<file path="src/rtl/cache_axi_rd_arbiter_pkg.sv">
// ---------------------------------------------------------------------------
// cache_axi_rd_arbiter_pkg
//   Shared definitions for the icache/dcache AXI read arbiter:
//     - FSM state encoding (IDLE/ADDR/DATA)
//     - AXI transaction IDs used to tag each requester
//     - fixed AR attributes (4-byte beats, INCR bursts)
//   No ports; imported by cache_axi_rd_arbiter and arb_pick.
// ---------------------------------------------------------------------------
package cache_axi_rd_arbiter_pkg;

  typedef enum logic [1:0] {
    IDLE = 2'b00,
    ADDR = 2'b01,
    DATA = 2'b11
  } state_e;

  localparam logic [3:0] ID_ICACHE      = 4'd0;
  localparam logic [3:0] ID_DCACHE      = 4'd1;
  localparam logic [2:0] AXI_SIZE_4B    = 3'b010;
  localparam logic [1:0] AXI_BURST_INCR = 2'b01;

  // Bit positions in the request/grant vectors.
  localparam int unsigned REQ_I = 0;
  localparam int unsigned REQ_D = 1;

  // Map the 1-bit grant (1 = dcache) to the AXI id for that requester.
  function automatic logic [3:0] id_of(input logic grant_d);
    return grant_d ? ID_DCACHE : ID_ICACHE;
  endfunction

endpackage

</file>
<file path="src/rtl/cache_axi_rd_arbiter_arb_pick.sv">
// ---------------------------------------------------------------------------
// arb_pick
//   Combinational requester picker for the cache AXI read arbiter.
//   Ports:
//     req_i[1:0]    request vector, bit0 = icache, bit1 = dcache
//     last_grant_i  requester granted last time (1 = dcache)
//     gnt_o[1:0]    one-hot grant, zero when nothing requests
//   Policy macro ARB_ROUND_ROBIN_EN:
//     defined   -> on a tie the requester not granted last wins
//     undefined -> fixed priority, dcache over icache
// ---------------------------------------------------------------------------
module arb_pick
  import cache_axi_rd_arbiter_pkg::*;
(
  input  logic [1:0] req_i,
  input  logic       last_grant_i,
  output logic [1:0] gnt_o
);

`ifdef ARB_ROUND_ROBIN_EN
  always_comb begin
    gnt_o = req_i;
    // Tie: hand the bus to whoever did not have it last.
    if (req_i == 2'b11) begin
      gnt_o = last_grant_i ? 2'b01 : 2'b10;
    end
  end
`else
  logic unused_last_grant;
  assign unused_last_grant = last_grant_i;

  always_comb begin
    gnt_o = 2'b00;
    if (req_i[REQ_D]) begin
      gnt_o[REQ_D] = 1'b1;
    end else if (req_i[REQ_I]) begin
      gnt_o[REQ_I] = 1'b1;
    end
  end
`endif

endmodule

</file>
<file path="src/rtl/cache_axi_rd_arbiter.sv">
// ---------------------------------------------------------------------------
// cache_axi_rd_arbiter
//   Shares one AXI read channel (AR + R) between the icache and the dcache.
//   One burst is in flight at a time; the granted requester owns AR and R
//   until the rlast handshake. Each burst is tagged with arid (0 = icache,
//   1 = dcache) and the returned id / burst length are checked; any
//   violation sets the sticky err flag.
//   Ports:
//     clk, rst                       clock, async active-high reset
//     i_ar*/i_r*                     icache request/response side
//     d_ar*/d_r*                     dcache request/response side
//     m_ar*/m_r*                     AXI master read port
//     err                            sticky protocol error
//     dbg_state_o                    current FSM state (IDLE/ADDR/DATA)
//   Config macro ARB_ROUND_ROBIN_EN: defined -> round-robin on ties
//   (last_grant register, resets to icache); undefined -> dcache always
//   wins a tie.
// ---------------------------------------------------------------------------
module cache_axi_rd_arbiter
  import cache_axi_rd_arbiter_pkg::*;
#(
  parameter int ADDR_W = 32,
  parameter int DATA_W = 32,
  parameter int LEN_W  = 8
) (
  input  logic              clk,
  input  logic              rst,
  // icache side
  input  logic [ADDR_W-1:0] i_araddr,
  input  logic [LEN_W-1:0]  i_arlen,
  input  logic              i_arvalid,
  output logic              i_arready,
  output logic [DATA_W-1:0] i_rdata,
  output logic              i_rlast,
  output logic              i_rvalid,
  input  logic              i_rready,
  // dcache side
  input  logic [ADDR_W-1:0] d_araddr,
  input  logic [LEN_W-1:0]  d_arlen,
  input  logic              d_arvalid,
  output logic              d_arready,
  output logic [DATA_W-1:0] d_rdata,
  output logic              d_rlast,
  output logic              d_rvalid,
  input  logic              d_rready,
  // AXI master read port
  output logic [3:0]        m_arid,
  output logic [ADDR_W-1:0] m_araddr,
  output logic [LEN_W-1:0]  m_arlen,
  output logic [2:0]        m_arsize,
  output logic [1:0]        m_arburst,
  output logic              m_arvalid,
  input  logic              m_arready,
  input  logic [3:0]        m_rid,
  input  logic [DATA_W-1:0] m_rdata,
  input  logic              m_rlast,
  input  logic              m_rvalid,
  output logic              m_rready,
  // status
  output logic              err,
  output logic [1:0]        dbg_state_o
);

  // Handshake rule on every channel here: a transfer happens on a rising
  // edge where valid and ready are both high; valid never waits on ready,
  // and ready/valid toward a requester are only ever passed through for the
  // currently granted requester, the other side sees zeros.

  state_e           state_q;
  logic             grant_q;      // 1 = dcache owns the channel
  logic [LEN_W-1:0] len_q;
  logic [LEN_W-1:0] beat_cnt_q;
  logic             err_q;

  logic [1:0]       req;
  logic [1:0]       gnt;
  logic             last_grant;
  logic             in_addr;
  logic             in_data;
  logic             ar_hs;
  logic             r_hs;
  logic             rid_bad;
  logic             len_bad;

`ifdef ARB_ROUND_ROBIN_EN
  logic             last_grant_q;
  assign last_grant = last_grant_q;
`else
  assign last_grant = 1'b0;
`endif

  assign req[REQ_I] = i_arvalid;
  assign req[REQ_D] = d_arvalid;

  arb_pick u_arb_pick (
    .req_i        (req),
    .last_grant_i (last_grant),
    .gnt_o        (gnt)
  );

  assign in_addr = (state_q == ADDR);
  assign in_data = (state_q == DATA);

  // AR channel follows the granted requester. The grant is held through
  // ADDR even if that requester drops arvalid.
  assign m_arid    = id_of(grant_q);
  assign m_araddr  = grant_q ? d_araddr : i_araddr;
  assign m_arlen   = grant_q ? d_arlen  : i_arlen;
  assign m_arsize  = AXI_SIZE_4B;
  assign m_arburst = AXI_BURST_INCR;
  assign m_arvalid = in_addr & (grant_q ? d_arvalid : i_arvalid);
  assign i_arready = in_addr & ~grant_q & m_arready;
  assign d_arready = in_addr &  grant_q & m_arready;

  // R channel: data fans out to both, valid/last only to the owner.
  assign m_rready  = in_data & (grant_q ? d_rready : i_rready);
  assign i_rdata   = m_rdata;
  assign d_rdata   = m_rdata;
  assign i_rvalid  = in_data & ~grant_q & m_rvalid;
  assign d_rvalid  = in_data &  grant_q & m_rvalid;
  assign i_rlast   = in_data & ~grant_q & m_rlast;
  assign d_rlast   = in_data &  grant_q & m_rlast;

  assign ar_hs = m_arvalid & m_arready;
  assign r_hs  = in_data & m_rvalid & m_rready;

  // beat_cnt_q counts beats already accepted, so the final beat of a
  // burst of len_q+1 beats arrives with beat_cnt_q == len_q.
  assign rid_bad = (m_rid != m_arid);
  assign len_bad = m_rlast ? (beat_cnt_q != len_q) : (beat_cnt_q == len_q);

  always_ff @(posedge clk or posedge rst) begin
    if (rst) begin
      state_q      <= IDLE;
      grant_q      <= 1'b0;
      len_q        <= '0;
      beat_cnt_q   <= '0;
      err_q        <= 1'b0;
`ifdef ARB_ROUND_ROBIN_EN
      last_grant_q <= 1'b0;
`endif
    end else begin
      case (state_q)
        IDLE: begin
          if (|gnt) begin
            grant_q      <= gnt[REQ_D];
            len_q        <= gnt[REQ_D] ? d_arlen : i_arlen;
            state_q      <= ADDR;
`ifdef ARB_ROUND_ROBIN_EN
            last_grant_q <= gnt[REQ_D];
`endif
          end
        end
        ADDR: begin
          if (ar_hs) begin
            state_q <= DATA;
          end
        end
        DATA: begin
          if (r_hs) begin
            if (rid_bad || len_bad) begin
              err_q <= 1'b1;
            end
            if (m_rlast) begin
              state_q    <= IDLE;
              beat_cnt_q <= '0;
            end else begin
              beat_cnt_q <= beat_cnt_q + LEN_W'(1);
            end
          end
        end
        default: state_q <= IDLE;
      endcase
    end
  end

  assign err         = err_q;
  assign dbg_state_o = state_q;

endmodule
</file>
<file path="config.mk">
export PLATFORM = sky130hd
export DESIGN_NAME = cache_axi_rd_arbiter
export DESIGN_NICKNAME = d
export VERILOG_FILES = /design/src/rtl/cache_axi_rd_arbiter_pkg.sv /design/src/rtl/cache_axi_rd_arbiter_arb_pick.sv /design/src/rtl/cache_axi_rd_arbiter.sv
export SDC_FILE = /design/constraint.sdc
export NUM_CORES = 1
export LEC_CHECK = 0
export BUFFER_PORTS_ARGS = -buffer_cell sky130_fd_sc_hd__buf_2
export CORE_AREA = 2 2 96 98
export CTS_BUF_LIST = sky130_fd_sc_hd__clkbuf_2
export CTS_CLUSTER_SIZE = 28
export DETAILED_ROUTE_END_ITERATION = 8
export DIE_AREA = 0 0 98 100
export SYNTH_ARGS = -nofsm -noshare
export SYNTH_HDL_FRONTEND = slang
export SYNTH_HIERARCHICAL = 1
export SYNTH_SLANG_ARGS = --single-unit
export TNS_END_PERCENT = 50
</file>
<file path="constraint.sdc">
create_clock -name clk -period 1.9 [get_ports clk]
set_clock_uncertainty 0.2 [all_clocks]
set_input_delay 0.38 -clock clk [delete_from_list [all_inputs] [get_ports clk]]
set_output_delay 0.38 -clock clk [all_outputs]
set_load 0.005 [all_outputs]
</file>
==> results of run 1 <==
-- cell families (layout without fill, tap and decap cells) --
kind of cell	Yosys count	count (layout)
other	2	8
AO/OA/AOI/OAI	30	30
AND/OR/NAND/NOR	54	54
multiplexers	50	50
buffers and inverters	87	163
adder cells (fa/ha/maj)	1	1
XOR/XNOR	9	9
flip-flops	20	20
-- metal layers --
metal,up-vias,GRT usage
met5,-,0
met4,0,0.0224
met3,4,0.0933
met2,129,0.219
met1,899,0.159
li1,954,-
-- cell usage in the layout, fill, tap and decap left out, types with 2 or more instances in the layout --
master	n
mux2i_1	9
nor3b_2	3
dfrtp_2	2
nor2b_1	2
nor2_1	14
buf_6	19
nand3_1	2
mux2_2	21
clkbuf_2	3
nand2_1	11
a21oi_1	12
mux2_4	19
and3_1	3
buf_2	125
dfrtp_1	18
buf_4	11
xor2_1	9
conb_1	8
and2_1	5
buf_12	2
nand3b_1	2
nor3b_1	2
o21ai_1	6
nor4_1	2
-- synthesized netlist by cell type (all sizes together) --
cell | instances | share of area
nand4 | 1 | 0.0027
a311oi | 1 | 0.0038
dfrtp | 20 | 0.22
or4 | 1 | 0.0033
nand2 | 11 | 0.018
inv | 1 | 0.0016
o21ba | 1 | 0.0044
o21ai | 7 | 0.015
nor4 | 2 | 0.0055
nor3 | 1 | 0.0044
nand3b | 2 | 0.0065
a21oi | 12 | 0.026
and3 | 3 | 0.0082
o41ai | 1 | 0.0071
a21boi | 2 | 0.0066
nand3 | 2 | 0.0044
o31ai | 1 | 0.0055
clkbuf | 5 | 0.0093
buf | 81 | 0.26
conb | 2 | 0.0033
and4b | 1 | 0.0044
nor4bb | 1 | 0.0044
o21a | 1 | 0.0033
nor3b | 6 | 0.025
ha | 1 | 0.0055
o2bb2ai | 1 | 0.0038
mux2 | 40 | 0.20
a41oi | 1 | 0.0038
and2 | 5 | 0.014
a2111oi | 1 | 0.0044
a22o | 1 | 0.0038
nor2b | 3 | 0.011
mux2i | 10 | 0.044
xor2 | 9 | 0.034
nand2b | 1 | 0.0038
nor2 | 14 | 0.023
-- through the flow --
stage	instances	util
3_5_place_dp	438	0.299
3_3_place_gp	438	0.299
5_1_grt	446	0.330
2_1_floorplan	259	-
4_1_cts	446	0.326
6_report	446	0.330
-- repair_timing --
item                                   in CTS  in global routing
endpoints found under the hold margin      20                  0
hold buffers                                1                  0
resized for setup                          38                  8
setup endpoints to repair                  48                 52
setup buffers                               3                  0
pin swaps                                   2                  1
gates cloned                                0                  0
-- critical path: stages, from the launching register on --
cell,delay [ns]
dfrtp_2,0.48
buf_12,0.19
mux2_2,0.39
buf_2,0.14
-- power by group --
part           internal [mW]  total, mW  switching (mW)
combinational           1.29       2.21           0.914
sequential             0.601      0.818           0.217
clock                 0.0457      0.180           0.134
total                   1.94       3.21            1.26
-- registers in the layout, indices dropped and copies added, names as in the netlist --
| register | flops |
|---|---|
| dbg_state_o | 2 |
| beat_cnt_q | 8 |
| len_q | 8 |
| grant_q | 1 |
| err | 1 |
-- final cells by class --
| class | count | area [µm²] | share of cell area |
|---|---|---|---|
| Inverter | 1 | 3.75 | 0.00128 |
| Clock inverter | 1 | 3.75 | 0.00128 |
| Tap cell | 111 | 139 | 0.0473 |
| Multi-Input combinational cell | 152 | 1300 | 0.442 |
| Sequential cell | 20 | 503 | 0.171 |
| Clock buffer | 3 | 15.0 | 0.00512 |
| Timing Repair Buffer | 158 | 972 | 0.331 |
-- how the worst max path moves through the flow --
stage                   startpoint         endpoint  depth (start not counted)
5_1_grt        grant_q$_DFFE_PP0P_     m_araddr[19]                          3
6_report       grant_q$_DFFE_PP0P_     m_araddr[19]                          3
3_5_place_dp   grant_q$_DFFE_PP0P_  err$_DFFE_PP0P_                          4
3_3_place_gp   grant_q$_DFFE_PP0P_     m_araddr[20]                          3
2_1_floorplan  grant_q$_DFFE_PP0P_     m_araddr[15]                          4
4_1_cts        grant_q$_DFFE_PP0P_     m_araddr[19]                          3
==> results.sh, run 1 <==
export IMPL_status="finished with violations"
export IMPL_violations="setup timing"
export IMPL_p_leak_nw=1.50
export IMPL_syn_inst=253
export IMPL_synth_top_family_by_area="buffers and inverters"
export IMPL_power_mw=3.21
export IMPL_gr_usage_all_layers=0.139
export IMPL_worstSetupStartpointType="register"
export IMPL_via_per_inst=4.45
export IMPL_wire_per_inst_um=15.9
export IMPL_setup_viol=48
export IMPL_rsz0062_at_grt="yes"
export IMPL_cap_violations=0
export IMPL_r2r_end="err$_DFFE_PP0P_"
export IMPL_fin_area_um2=2930
export IMPL_end_kind="output pin"
export IMPL_cts_tree="yes"
export IMPL_num_rows=35
export IMPL_die_y_um=100
export IMPL_finalMaxSlewViolations=0
export IMPL_hold_path_class="in -> reg"
export IMPL_die_w_um=98
export IMPL_fin_crit_sh=1.11
export IMPL_antenna_found_initial=0
export IMPL_grt_pass1_vias=1977
export IMPL_port_buffer_count=144
export IMPL_num_fill_cells=918
export IMPL_clock_latency_ns=0.32
export IMPL_max_vdd_ir_drop_mv=0.424
export IMPL_max_freq_ghz=0.473
export IMPL_syn_area_um2=2290
export IMPL_drtIter0Drc=86
export IMPL_grt_pass1_wl_mm=10.6
export IMPL_yosysUniqueCellTypes=42
export IMPL_coreArea_um2=8890
export IMPL_hold_ws_ns=0.159
export IMPL_wirelength_mm=7.08
export IMPL_required_ns=1.32
export IMPL_r2r_start="grant_q$_DFFE_PP0P_"
export IMPL_antenna_cells=0
export IMPL_ff2ff_path_depth=5
export IMPL_cts_sinks=20
export IMPL_grt_max_degree=24
export IMPL_hold_start="d_arlen[2]"
export IMPL_synth_mux_area_frac=0.240
export IMPL_clk_path_buf_depth=2
export IMPL_dr_pass1_iters=4
export IMPL_setup_ws_ns=-0.212
export IMPL_top_layer="met4"
export IMPL_place_ws_ns=0.0549
export IMPL_num_io_pins=249
export IMPL_drc=0
export IMPL_layout_min_cycle_time_ns=2.11
export IMPL_vias=1986
export IMPL_nets=462
export IMPL_synth_seq_cells=20
export IMPL_dr_wl_met3_mm=1.06
export IMPL_syn2layout_area_growth_pct=28.0
export IMPL_hold_viol_final=0
export IMPL_p_per_area_nw_per_um2=1090
export IMPL_initial_utilization=0.258
export IMPL_hold_path_depth=3
export IMPL_hold_end="len_q[2]$_DFFE_PP0P_"
export IMPL_synth_compound_area_frac=0.0879
export IMPL_worstPathMaxFanout=21
export IMPL_critPathKind="reg -> out"
export IMPL_synth_area_per_cell_um2=9.06
export IMPL_met1_length_mm=2.72
export IMPL_detailed_place_hpwl_mm=6.11
export IMPL_root_buffer="clkbuf_2"
export IMPL_drive_above_1_share=0.642
export IMPL_yosysSeqAreaShare=0.218
export IMPL_met2WireLength_mm=3.27
export IMPL_synth_adder_area_share=0.00546
export IMPL_grt_overflow=0
export IMPL_fin_setup_tns_ns=-6.87
export IMPL_ys_warn_count=6
export IMPL_synthSimpleGateAreaFrac=0.138
export IMPL_synthXorXnorAreaFrac=0.0344
export IMPL_die_area_um2=9800
export IMPL_cts_made_buffers=3
export IMPL_htree_levels=1
export IMPL_placed_area_um2=2660
export IMPL_worstPathArrival_ns=1.53
export IMPL_clk_pin_slew_ns=0.20
export IMPL_gp_congestion=0.882
export IMPL_r2r_setup_slack_ns=0.02
export IMPL_ant_nets=0
(Power assumes the default switching activity.)
==> run 2, diff against run 1 <==
--- a/config.mk
+++ b/config.mk
@@ -11,6 +11,7 @@
 export CTS_CLUSTER_SIZE = 28
 export DETAILED_ROUTE_END_ITERATION = 8
 export DIE_AREA = 0 0 98 100
+export PLACE_DENSITY = 0.73
 export SYNTH_ARGS = -nofsm -noshare
 export SYNTH_HDL_FRONTEND = slang
 export SYNTH_HIERARCHICAL = 1
==> run 2 against run 1 <==
Net effect: the flow still finishes with violations (setup timing); design area is 2.3% higher; combinational power is 6% higher; register-to-register slack worse by 0.10 ns; hold slack got worse by 0.030 ns; flip-flop and latch count is the same; sequential power about the same; critical path type unchanged.
==> results.sh, run 2 (synthesis results as in run 1) <==
export IMPL_worstSetupStartpointType="register"
export IMPL_worstPathMaxFanout=19
export IMPL_fin_area_um2=3000
export IMPL_htree_levels=1
export IMPL_fin_crit_sh=1.13
export IMPL_num_rows=35
export IMPL_clockPowerShare=0.092
export IMPL_place_inst=437
export IMPL_p_per_area_nw_per_um2=1160
export IMPL_placed_area_um2=2640
export IMPL_clk_path_buf_depth=2
export IMPL_vias=2013
export IMPL_wire_per_inst_um=17.7
export IMPL_gr_usage_all_layers=0.153
export IMPL_multiInputGateArea_um2=1310
export IMPL_hold_viol_final=0
export IMPL_clk_pin_slew_ns=0.21
export IMPL_power_frac_seq=0.234
export IMPL_p_leak_nw=1.54
export IMPL_path_cells="buf_12 > mux2_2 > buf_2"
export IMPL_worstPathArrival_ns=1.57
export IMPL_root_buffer="clkbuf_2"
export IMPL_grt_pass1_wl_mm=11.7
export IMPL_internal_power_mw=2.15
export IMPL_die_area_um2=9800
export IMPL_required_ns=1.32
export IMPL_die_y_um=100
export IMPL_coreArea_um2=8890
export IMPL_grt_pass1_vias=2078
export IMPL_instances_no_fill=446
export IMPL_max_stage_delay_ns=0.53
export IMPL_max_vdd_ir_drop_mv=0.438
export IMPL_max_slew_margin=0.593
export IMPL_cts_tree="yes"
export IMPL_clock_latency_ns=0.33
export IMPL_dr_pass1_iters=4
export IMPL_die_w_um=98
export IMPL_num_fill_cells=950
export IMPL_gp_congestion=0.911
export IMPL_drive_above_1_share=0.648
export IMPL_switchingPower_mw=1.33
export IMPL_critical_path_top_delay_family="flip-flops"
export IMPL_setup_viol=52
export IMPL_tightestPinTransition_ns=0.606
export IMPL_antenna_cells=0
export IMPL_critPathKind="reg -> out"
export IMPL_drc=0
export IMPL_initial_utilization=0.258
export IMPL_finalMaxSlewViolations=0
export IMPL_setup_ws_ns=-0.250
export IMPL_grt_overflow=0
export IMPL_place_ws_ns=0.0794
export IMPL_max_freq_ghz=0.465
export IMPL_drtIter0Drc=88
export IMPL_cts_made_buffers=3
export IMPL_power_mw=3.48
export IMPL_syn2layout_area_growth_pct=31.0
export IMPL_final_cell_mix="buf_2 (124), mux2_2 (21), buf_6 (21)"
export IMPL_worstPathBufferInverterCount=2
export IMPL_seq_area_um2=502
export IMPL_port_buffer_count=144
export IMPL_final_common_cell="buf_2"
export IMPL_detailed_place_hpwl_mm=6.46
export IMPL_grt_max_degree=21
export IMPL_cts_sinks=20
export IMPL_cap_violations=0
export IMPL_p_comb_frac=0.674
export IMPL_violations="setup timing"
export IMPL_nets=462
export IMPL_fin_setup_tns_ns=-9.11
export IMPL_antenna_found_initial=0
export IMPL_num_io_pins=249
export IMPL_final_util=0.338
export IMPL_via_per_inst=4.51
export IMPL_hold_ws_ns=0.129
export IMPL_rsz0062_at_grt="yes"
export IMPL_end_kind="output pin"
export IMPL_status="finished with violations"
export IMPL_layout_min_cycle_time_ns=2.15
export IMPL_swShare=0.383
export IMPL_slowest_stage="dfrtp_2"
export IMPL_hold_path_class="in -> reg"
export IMPL_ant_nets=0
export IMPL_wirelength_mm=7.88
[run 2: area by class of cell]
type                       instances  share of cell area
tap                              111              0.0462
inverter                           1             0.00125
sequential                        20               0.167
clock buffer                       3             0.00500
multi-input combinational        152               0.437
timing repair buffer             158               0.334
clock inverter                     1              0.0100
[run 2: worst reg2reg max path: stages, from the launching register on]
cell and delay [ns]:
dfrtp_2 0.53, buf_4 0.18, mux2i_4 0.19, nor3b_4 0.44, nand2b_4 0.12, o41ai_2 0.25
[run 2: repair_timing]
item | CTS | global route
pin swaps | 6 | 0
gates cloned | 1 | 0
hold buffers | 1 | 0
resized for setup | 29 | 22
endpoints found under the setup margin | 48 | 58
setup buffers | 3 | 0
hold endpoints to repair | 20 | 0
[run 2: worst paths after layout]
| path | startpoint | end | slack (ns) | depth (start not counted) |
|---|---|---|---|---|
| min | m_rlast | beat_cnt_q[2]$_DFFE_PP0P_ | 0.13 | 2 |
| max reg2reg | grant_q$_DFFE_PP0P_ | beat_cnt_q[6]$_DFFE_PP0P_ | -0.08 | 5 |
| max | grant_q$_DFFE_PP0P_ | m_araddr[23] | -0.25 | 3 |
| min in group asynchronous | rst | len_q[1]$_DFFE_PP0P_ | 0.38 | 4 |
| min reg2reg | beat_cnt_q[7]$_DFFE_PP0P_ | beat_cnt_q[7]$_DFFE_PP0P_ | 0.36 | 1 |
| max in group asynchronous | rst | grant_q$_DFFE_PP0P_ | 0.88 | 4 |
[run 2: power by group through the flow]
stage	clock network [mW]	logic [mW]	registers (mW)
detailed placement	0	1.84	0.812
finish	0.320	2.35	0.815
global route	0.340	2.53	0.847
floorplan	0	1.34	0.736
global placement	0	1.78	0.800
CTS	0.320	2.20	0.814
[run 2: metal layers]
metal / track usage / share of wire
met2: 0.257 / 0.50
met5: 0 / 0
met4: 0.0278 / 0.0077
met1: 0.186 / 0.39
met3: 0.0620 / 0.10
==> run 3, diff against run 2 <==
--- a/config.mk
+++ b/config.mk
@@ -6,12 +6,12 @@
 export NUM_CORES = 1
 export LEC_CHECK = 0
 export BUFFER_PORTS_ARGS = -buffer_cell sky130_fd_sc_hd__buf_2
-export CORE_AREA = 2 2 96 98
+export CORE_AREA = 2 2 98 100
 export CTS_BUF_LIST = sky130_fd_sc_hd__clkbuf_2
 export CTS_CLUSTER_SIZE = 28
 export DETAILED_ROUTE_END_ITERATION = 8
-export DIE_AREA = 0 0 98 100
-export PLACE_DENSITY = 0.73
+export DIE_AREA = 0 0 100 102
+export PLACE_DENSITY = 0.71
 export SYNTH_ARGS = -nofsm -noshare
 export SYNTH_HDL_FRONTEND = slang
 export SYNTH_HIERARCHICAL = 1
==> constraint.sdc (replaced) <==
create_clock -name clk -period 2.5 [get_ports clk]
set_clock_uncertainty 0.2 [all_clocks]
set_input_delay 0.5 -clock clk [delete_from_list [all_inputs] [get_ports clk]]
set_output_delay 0.5 -clock clk [all_outputs]
set_load 0.005 [all_outputs]
==> run 3 against run 2 <==
Net effect: the flow now finishes without violations; critical path depth stayed put; combinational power down 44%; clock power decreased by 55%; utilization fell by 5.3 points; flip-flop and latch count unchanged; total power shrank 40%; sequential power is 22% lower; worst setup slack improved by 0.43 ns; register-to-register slack better by 0.66 ns; design area down 14%; cell count down 2.9%.
==> results.sh, run 3 (synthesis results as in run 1) <==
export IMPL_final_cell_mix="buf_2 (144), mux2_2 (40), dfrtp_1 (19)"
export IMPL_grt_max_degree=46
export IMPL_wirelength_mm=6.76
export IMPL_worstPathArrival_ns=1.62
export IMPL_postCtsHoldBufs=0
export IMPL_num_rows=35
export IMPL_die_y_um=102
export IMPL_ant_nets=0
export IMPL_tightestPinTransition_ns=0.785
export IMPL_clk_path_buf_depth=2
export IMPL_port_buffer_count=144
export IMPL_die_w_um=100
export IMPL_dr_pass1_iters=6
export IMPL_slowest_stage="dfrtp_2"
export IMPL_worstPathMaxFanout=45
export IMPL_cts_sinks=20
export IMPL_rsz0062_at_grt="no"
export IMPL_grt_pass1_vias=1912
export IMPL_hold_viol_final=0
export IMPL_drtIter0Drc=63
export IMPL_finalMaxSlewViolations=0
export IMPL_cap_violations=0
export IMPL_end_kind="output pin"
export IMPL_r2r_end="err$_DFFE_PP0P_"
export IMPL_max_slew_margin=0.474
export IMPL_drive_above_1_share=0.612
export IMPL_detailed_place_hpwl_mm=5.81
export IMPL_status="finished clean"
export IMPL_setup_viol=0
export IMPL_vias=1928
export IMPL_htree_levels=1
export IMPL_post_cts_buffers=0
export IMPL_wire_per_inst_um=15.6
export IMPL_max_vdd_ir_drop_mv=0.316
export IMPL_drc=0
export IMPL_final_common_cell="buf_2"
export IMPL_p_per_area_nw_per_um2=809
export IMPL_worstSetupStartpointType="register"
export IMPL_root_buffer="clkbuf_2"
export IMPL_antenna_found_initial=0
export IMPL_hold_path_class="in -> async"
export IMPL_setup_ws_ns=0.181
export IMPL_antenna_cells=0
export IMPL_grt_overflow=0
export IMPL_num_fill_cells=960
export IMPL_coreArea_um2=9110
export IMPL_syn2layout_area_growth_pct=13.2
export IMPL_p_leak_nw=1.31
export IMPL_clock_latency_ns=0.32
export IMPL_place_ws_ns=0.431
export IMPL_cts_made_buffers=3
export IMPL_die_area_um2=10200
export IMPL_r2r_start="beat_cnt_q[5]$_DFFE_PP0P_"
export IMPL_gr_usage_all_layers=0.125
export IMPL_r2r_setup_slack_ns=0.58
export IMPL_path_cells="buf_12 > mux2_2 > buf_2"
export IMPL_cts_tree="yes"
export IMPL_clk_pin_slew_ns=0.19
export IMPL_critPathKind="reg -> out"
export IMPL_fin_setup_tns_ns=0
export IMPL_nets=449
export IMPL_max_freq_ghz=0.431
export IMPL_initial_utilization=0.252
export IMPL_grt_pass1_wl_mm=9.95
export IMPL_num_io_pins=249
export IMPL_gp_congestion=0.846
export IMPL_fin_crit_sh=0.928
export IMPL_via_per_inst=4.45
export IMPL_required_ns=1.80
export IMPL_cts_resized=0
export IMPL_max_stage_delay_ns=0.50
export IMPL_ff2ff_path_depth=4
export IMPL_layout_min_cycle_time_ns=2.32
==> run 3: cell types whose count changed in the layout (fill, tap and decap cells not counted), moves of 4 or more <==
cell     previous run  this run
mux2_2             21        40
nor3b_1             1         5
buf_2             124       144
mux2_4             19         0
nor3b_2             4         0
buf_4               9         0
buf_6              21         0
==> run 3: how the worst max path moves through the flow <==
stage / startpoint / endpoint / cells after the start
finish: grant_q$_DFFE_PP0P_ / m_araddr[29] / 3
global route: grant_q$_DFFE_PP0P_ / m_arvalid / 4
CTS: grant_q$_DFFE_PP0P_ / m_araddr[30] / 3
detailed placement: d_arvalid / len_q[7]$_DFFE_PP0P_ / 5
global placement: d_arvalid / len_q[2]$_DFFE_PP0P_ / 4
floorplan: grant_q$_DFFE_PP0P_ / m_araddr[15] / 4
==> run 3: final cells by class <==
class,count,area (µm²),area share
Clock buffer,4,20.0,0.00771
Inverter,1,3.75,0.00145
Multi-Input combinational cell,152,1190,0.459
Sequential cell,20,502,0.193
Tap cell,111,139,0.0535
Timing Repair Buffer,145,741,0.285
==> run 3: metrics by stage <==
step	hold WS [ns]	util	total power, mW	cells	instance area (µm²)
finish	0.0751	0.285	2.10	433	2590
CTS	0.106	0.285	2.13	433	2590
floorplan	0.264	-	1.58	259	2310
detailed placement	0.316	0.283	1.98	429	2570
global placement	0.303	0.283	1.93	429	2570
global route	0.119	0.285	2.27	433	2590
==> run 3: critical path: cells and delay by family (launching register included) <==
kind / cells / cell delay, ns
flops: 1 / 0.50
mux: 1 / 0.39
buf+inv: 2 / 0.38
==> run 3: power breakdown <==
group | internal, mW | total, mW | switching (mW)
Clock | 0.0424 | 0.144 | 0.102
Combinational | 0.713 | 1.32 | 0.608
Sequential | 0.455 | 0.633 | 0.179
==> run 3: per-layer routing <==
metal | wire length, µm | vias to the layer above | global-route usage
met5 | 0 | - | 0
met4 | 40 | 0 | 0.0158
met3 | 726 | 11 | 0.0451
met2 | 3450 | 144 | 0.227
met1 | 2540 | 851 | 0.147
li1 | - | 922 | -
